`config.mk`:
```
export PLATFORM = sky130hd
export DESIGN_NAME = piso_serializer
export DESIGN_NICKNAME = d
export VERILOG_FILES = /design/src/rtl/piso_serializer.sv
export SDC_FILE = /design/constraint.sdc
export NUM_CORES = 1
export LEC_CHECK = 0
export ABC_AREA = 1
export CORE_UTILIZATION = 40
export CTS_BUF_LIST = sky130_fd_sc_hd__clkbuf_16
export DETAILED_ROUTE_END_ITERATION = 10
export PLACE_DENSITY = 0.73
export RECOVER_POWER = 50
export SLEW_MARGIN = 10
export SYNTH_ARGS = -nofsm -noshare
export SYNTH_HDL_FRONTEND = slang
export SYNTH_SLANG_ARGS = --single-unit
```
`constraint.sdc`:
```
create_clock -name i_clk -period 1.76 [get_ports i_clk]
set_input_delay 0.528 -clock i_clk [delete_from_list [all_inputs] [get_ports i_clk]]
set_output_delay 0.528 -clock i_clk [all_outputs]
set_load 0.1 [all_outputs]
```
`src/rtl/piso_serializer.sv`:
```
// -----------------------------------------------------------------------------
// piso_serializer
//
// Parallel-in, serial-out serializer. A WIDTH-bit word is taken over a
// valid/ready handshake and shifted out MSB-first, one bit per i_shift tick.
// Feeding o_sdata and the same i_shift tick into the serial-in left-shift
// register reassembles the word on the receive side.
//
// Parameters:
//   WIDTH       data word width in bits (2..64)
//   IDLE_LEVEL  level driven on o_sdata when no frame is in progress
//
// Ports:
//   i_clk     clock
//   i_rst_n   synchronous active-low reset
//   i_data    parallel word to transmit (sampled on the accept edge only)
//   i_valid   i_data valid
//   o_ready   word can be accepted this cycle (combinational)
//   i_shift   bit-advance tick (continuous or sparse)
//   o_sdata   serial data out
//   o_active  high while a frame bit is being driven
//   o_done    registered one-cycle pulse when a frame completes
//
// Optional feature macro: PISO_SERIALIZER_PARITY_EN
//   When defined, an even-parity bit (XOR of the word) follows the LSB and
//   the frame is WIDTH+1 bits long. When undefined no parity logic exists.
// -----------------------------------------------------------------------------
module piso_serializer #(
    parameter int   WIDTH      = 8,
    parameter logic IDLE_LEVEL = 1'b0
) (
    input  logic             i_clk,
    input  logic             i_rst_n,
    input  logic [WIDTH-1:0] i_data,
    input  logic             i_valid,
    output logic             o_ready,
    input  logic             i_shift,
    output logic             o_sdata,
    output logic             o_active,
    output logic             o_done
);

    localparam int CW = $clog2(WIDTH + 1);
    localparam logic [CW-1:0] CNT_LOAD = CW'(WIDTH - 1);

`ifdef PISO_SERIALIZER_PARITY_EN
    typedef enum logic [1:0] {
        ST_IDLE   = 2'd0,
        ST_SHIFT  = 2'd1,
        ST_PARITY = 2'd2
    } state_t;
`else
    typedef enum logic {
        ST_IDLE  = 1'b0,
        ST_SHIFT = 1'b1
    } state_t;
`endif

    state_t           state_r;
    logic [WIDTH-1:0] shreg_r;
    logic [CW-1:0]    cnt_r;
    logic             done_r;
`ifdef PISO_SERIALIZER_PARITY_EN
    logic             par_r;
`endif

    logic final_bit_s;
    logic ready_s;
    logic accept_s;
    logic sdata_s;
    logic active_s;

`ifdef PISO_SERIALIZER_PARITY_EN
    // Even parity of a word: XOR reduction of all its bits.
    function automatic logic even_parity(input logic [WIDTH-1:0] data);
        even_parity = ^data;
    endfunction
`endif

    // Identify the state that drives the last bit of a frame.
    always_comb begin
        final_bit_s = 1'b0;
`ifdef PISO_SERIALIZER_PARITY_EN
        if (state_r == ST_PARITY) begin
            final_bit_s = 1'b1;
        end else begin
            final_bit_s = 1'b0;
        end
`else
        if ((state_r == ST_SHIFT) && (cnt_r == {CW{1'b0}})) begin
            final_bit_s = 1'b1;
        end else begin
            final_bit_s = 1'b0;
        end
`endif
    end

    // Ready when idle, or when the last bit retires this cycle so the next
    // word can follow without a gap; never ready while reset is asserted.
    always_comb begin
        ready_s = 1'b0;
        if (!i_rst_n) begin
            ready_s = 1'b0;
        end else if (state_r == ST_IDLE) begin
            ready_s = 1'b1;
        end else if (final_bit_s && i_shift) begin
            ready_s = 1'b1;
        end else begin
            ready_s = 1'b0;
        end
    end

    assign accept_s = i_valid && ready_s;

    // Frame state machine: load, shift on tick, complete and optional reload.
    always_ff @(posedge i_clk) begin
        if (!i_rst_n) begin
            state_r <= ST_IDLE;
            shreg_r <= {WIDTH{1'b0}};
            cnt_r   <= {CW{1'b0}};
            done_r  <= 1'b0;
`ifdef PISO_SERIALIZER_PARITY_EN
            par_r   <= 1'b0;
`endif
        end else begin
            done_r <= 1'b0;
            case (state_r)
                ST_IDLE: begin
                    if (accept_s) begin
                        shreg_r <= i_data;
                        cnt_r   <= CNT_LOAD;
                        state_r <= ST_SHIFT;
`ifdef PISO_SERIALIZER_PARITY_EN
                        par_r   <= even_parity(i_data);
`endif
                    end
                end
                ST_SHIFT: begin
                    if (i_shift) begin
                        if (cnt_r != {CW{1'b0}}) begin
                            shreg_r <= {shreg_r[WIDTH-2:0], 1'b0};
                            cnt_r   <= cnt_r - CW'(1);
                        end else begin
`ifdef PISO_SERIALIZER_PARITY_EN
                            // LSB retired: parity bit goes out next.
                            state_r <= ST_PARITY;
`else
                            done_r <= 1'b1;
                            if (accept_s) begin
                                shreg_r <= i_data;
                                cnt_r   <= CNT_LOAD;
                                state_r <= ST_SHIFT;
                            end else begin
                                state_r <= ST_IDLE;
                            end
`endif
                        end
                    end
                end
`ifdef PISO_SERIALIZER_PARITY_EN
                ST_PARITY: begin
                    if (i_shift) begin
                        done_r <= 1'b1;
                        if (accept_s) begin
                            shreg_r <= i_data;
                            cnt_r   <= CNT_LOAD;
                            par_r   <= even_parity(i_data);
                            state_r <= ST_SHIFT;
                        end else begin
                            state_r <= ST_IDLE;
                        end
                    end
                end
`endif
                default: begin
                    state_r <= ST_IDLE;
                end
            endcase
        end
    end

    // Serial output mux; forced to the idle level while reset is asserted.
    always_comb begin
        sdata_s  = IDLE_LEVEL;
        active_s = 1'b0;
        if (!i_rst_n) begin
            sdata_s  = IDLE_LEVEL;
            active_s = 1'b0;
        end else begin
            case (state_r)
                ST_IDLE: begin
                    sdata_s  = IDLE_LEVEL;
                    active_s = 1'b0;
                end
                ST_SHIFT: begin
                    sdata_s  = shreg_r[WIDTH-1];
                    active_s = 1'b1;
                end
`ifdef PISO_SERIALIZER_PARITY_EN
                ST_PARITY: begin
                    sdata_s  = par_r;
                    active_s = 1'b1;
                end
`endif
                default: begin
                    sdata_s  = IDLE_LEVEL;
                    active_s = 1'b0;
                end
            endcase
        end
    end

    assign o_ready  = ready_s;
    assign o_sdata  = sdata_s;
    assign o_active = active_s;
    assign o_done   = done_r;

endmodule

```
## After elaboration in Yosys (flattened, before gate mapping)

Index checks and enable logic that the tools add are counted.

| operators by class | value |
|---|---|
| reductions and logical operators | 6 |
| add/subtract/negate cells | 1 |
| bitwise gates (word level) | 1 |
| muxes and demuxes | 21 |
| equal/unequal tests | 1 |

Operators with widths:

| kind | number |
|---|---|
| two-way mux 8 bit | 3 |
| case mux 8 bit (2 select lines) | 1 |
| two-way mux 4 bit | 3 |
| two-way mux 1 bit | 10 |
| case mux 4 bit (2 select lines) | 1 |
| case mux 1 bit (2 select lines) | 3 |
| zero test 4 bit | 1 |
| nonzero test 4 bit | 1 |
| subtractor 4 x 1 -> 4 bit, second input constant | 1 |
| logical AND 1 bit | 3 |
| AND reduction 3 bit | 1 |
| != test 2 bit, second input constant | 1 |
| inverter 1 bit | 1 |

| storage, ports and cells | value |
|---|---|
| logic and storage cells | 34 |
| output and inout port bits | 4 |
| register bits | 14 |
| input port bits | 12 |

## Depth between registers and ports, before layout

| depth | value |
|---|---|
| depth in word-level cells | 12 |
| gate-level depth with buffers | 9 |
| mapped depth without buffers | 9 |

## Worst setup path before layout

No wires, ideal clock.

| path | value |
|---|---|
| path type | input to output |
| start point | in i_rst_n |
| end point | out o_sdata |
| path slack | -0.620 ns |
| stages on the path | 2 |
| path buffers | 0 |
| arrival | 1.852 ns |
| required time | 1.232 ns |
| cell sequence | nand2_1 nor2_1 |

| on the way | value |
|---|---|
| word-level cells in the longest chain between the ends | 1 |

RTL lines:

| what | line | source |
|---|---|---|
| from (decl) | 33 | `input logic i_rst_n,` |
| two-way mux 1 bit | 186 | `if (!i_rst_n) begin` |
| to (decl) | 38 | `output logic o_sdata,` |

Every way passes these cells.

## Worst setup path in the final report

| path | value |
|---|---|
| start point | reg cnt_r[0] |
| end point | out o_ready |

| on the way | value |
|---|---|
| word-level cells in the longest chain between the ends | 7 |

RTL lines:

| what | line | source |
|---|---|---|
| from (decl) | 61 | `logic [CW-1:0] cnt_r;` |
| from (signal assigned) | 120 | `cnt_r <= {CW{1'b0}};` |
| from (signal assigned) | 142 | `cnt_r <= cnt_r - CW'(1);` |
| zero test 4 bit | 90 | `if ((state_r == ST_SHIFT) && (cnt_r == {CW{1'b0}})) begin` |
| logical AND 1 bit | 90 |  |
| two-way mux 1 bit | 90 |  |
| logical AND 1 bit | 106 | `end else if (final_bit_s && i_shift) begin` |
| two-way mux 1 bit | 106 |  |
| two-way mux 1 bit | 104 | `end else if (state_r == ST_IDLE) begin` |
| two-way mux 1 bit | 102 | `if (!i_rst_n) begin` |
| to (decl) | 36 | `output logic o_ready,` |

Every way passes these cells.

==> metrics <==
Worst VDD drop=519 uV; Max FO, Critical Path=5; Final GP Congestion=about 0.82; vias in the first global route=783; Hold Crit Class=flop to flop; worst skew pair latency=240 ps; most common cell in the netlist=nand2_1; Final ANT Viol Nets=0; leakage power=0.562 nW; Cells after DPL=between 150 and 200; pwr/cell area=around 950 nW/um2; vias=844; initial antenna violation count=0; Worst EP arrival=approximately 1200 ps; Synth Register Bits=14; clock skew=1.53 ps; switching share of total power=~31%; Req. time, crit path=between 1000 and 1500 ps; WL/cell=roughly 11 um; Post-synth top cells=nand2_1, inv_1, dfxtp_1, a21oi_1, nor2_1; Synth cell types=27; Comb power frac=31.7%; DIE HEIGHT=48.0 um; count of pins over their slew limit=0; pin slew with the least headroom to its limit=543 ps; CP Class=flop to output port; Top Ports=16; sequential share of the synthesized area=33.1%; CTS tree=built; Die X=between 40 and 50 um; proportion of layout cells with a drive suffix above 1=29.1%; ys async rst share=0%; Synth Warn #=0; Final Hold Fails=0; Internal=0.817 mW; synth-to-layout area growth=46.9%; Final Cycle Share=a little over nine tenths; Cell Area, Synth=~850 um2; detailed placement HPWL=between 1000 and 1500 um; Setup TNS=0 ps; gr usage total=20.3%; Routed Wire Length=1960 um; Syn Inst Count=118; fin nets=163; Switch Pwr=approximately 0.36 mW; Num CTS Buffers=3; most area-consuming cells after synthesis=dfxtp_1, nand2_1, inv_1; clock root buffer=clkbuf_16; Synth Flop Type=dfxtp_1; H-Tree Depth=1; Final Non-Filler Cells=175; CP startpoint kind=flop; syn nets=approximately 130; ANT cells=0; status=completed; layout filler cell count=172; row count=16; Clock Tree Buf Depth=2; Post-synth EDFFs=0; GRT overflow=0; initial DRC count=10; type of element capturing the critical path=output port; PortBufs=15; Clk pin slew, worst setup/hold paths=about 50 ps; slew margin rel.=~64%; Starting Density=between 40% and 50%; leading area contributor after synthesis=dfxtp_1; Die Area=2300 um2; largest net degree at the start of global routing=11; Yosys top cell area share=33.1%; Reg power frac=32.0%; drc violations=0; Finish-stage setup viols=0; # Max-Cap Violations=0; core area=1980 um2; Clock power frac=36.2%; max frequency=578 MHz; drt via density=slightly below 5; TritonRoute pass-1 iters=4; Avg Cell Area, Syn=~7 um2; WHS=469 ps; Final min period=1730 ps; Sink Count=14; first-pass GRT wire length=3220 um
-- final cells by class --
| cell class | count | area, um2 | area share, % |
|---|---|---|---|
| inverter | 24 | 97.6 | 7.85 |
| timing repair buffer | 29 | 283 | 22.8 |
| clock buffer | 3 | 75.1 | 6.04 |
| clock inverter | 1 | 3.75 | 0.302 |
| sequential | 14 | 284 | 22.9 |
| multi-input combinational | 77 | 465 | 37.5 |
| tap | 27 | 33.8 | 2.72 |
-- metrics by stage --
step	setup WS [ps]	area, um2	power (mW)	utilization, %
6_report	29.8	1240	1.18	62.7
5_1_grt	-3.93	1240	1.24	62.7
4_1_cts	10.6	1220	1.17	61.8
3_5_place_dp	-341	1120	0.723	56.6
3_3_place_gp	-331	1120	0.712	56.6
2_1_floorplan	-163	853	0.614	-
-- critical path: stages, from the launching register on --
cell and delay [ps]:
dfxtp_2 330, inv_4 50, ha_4 160, a21oi_4 190, nor2_4 70, buf_12 160
-- logic make-up after synthesis --
group	share of synthesized area (%)
simple gates	31.5
buf+inv	14.5
fa+ha+maj	2.96
flops	33.1
compound gates	16.9
xor+xnor	1.04
-- per-layer routing --
| layer | part of all wire, % | global-route usage, % | vias to the layer above | wire (um) |
|---|---|---|---|---|
| met2 | 51 | 34.9 | 15 | 1000 |
| met3 | 2.4 | 4.15 | 6 | 47 |
| met4 | 2.0 | 10.6 | 0 | 39 |
| met5 | 0 | 0 | - | 0 |
| met1 | 44 | 23.6 | 388 | 873 |
| li1 | - | - | 435 | - |
-- worst paths after layout --
check	start	end	slack [ps]	cells after the start
worst max-delay path	cnt_r[0]	o_ready	30	5
worst min-delay path	shreg_r[0]	shreg_r[0]	470	2
worst max register to register	cnt_r[0]	shreg_r[1]	150	8
worst min register to register	shreg_r[0]	shreg_r[0]	470	2
-- cell usage in the layout, fill, tap and decap left out, drive strengths merged --
cell type	n
a21oi	13
inv	24
o21ai	7
xor2	1
a31oi	1
clkbuf	4
nor2	12
buf	17
nand2	29
nor3	1
nand3	3
o22ai	1
clkinv	1
or2	1
clkdlybuf4s50	9
ha	2
nand4	6
clkdlybuf4s15	2
dfxtp	14
-- registers in the layout (all words and copies together), names as in the netlist --
register	count
o_done	1
shreg_r	8
state_r	1
cnt_r	4
-- repair_timing --
action / in CTS / in global routing
setup buffers: 0 / 4
gates cloned: 0 / 0
pin swaps: 1 / 4
endpoints found under the setup margin: 4 / 2
gates resized for setup: 11 / 8
hold buffers: 0 / 0
-- power by group through the flow --
stage,Combinational [mW],Clock (mW),Sequential (mW)
after global routing,0.408,0.452,0.381
after CTS,0.364,0.437,0.372
after detailed placement,0.346,0,0.377
after floorplan,0.238,0,0.376
final,0.374,0.426,0.377
after global placement,0.336,0,0.376
Power figures use the tool's default switching activity.
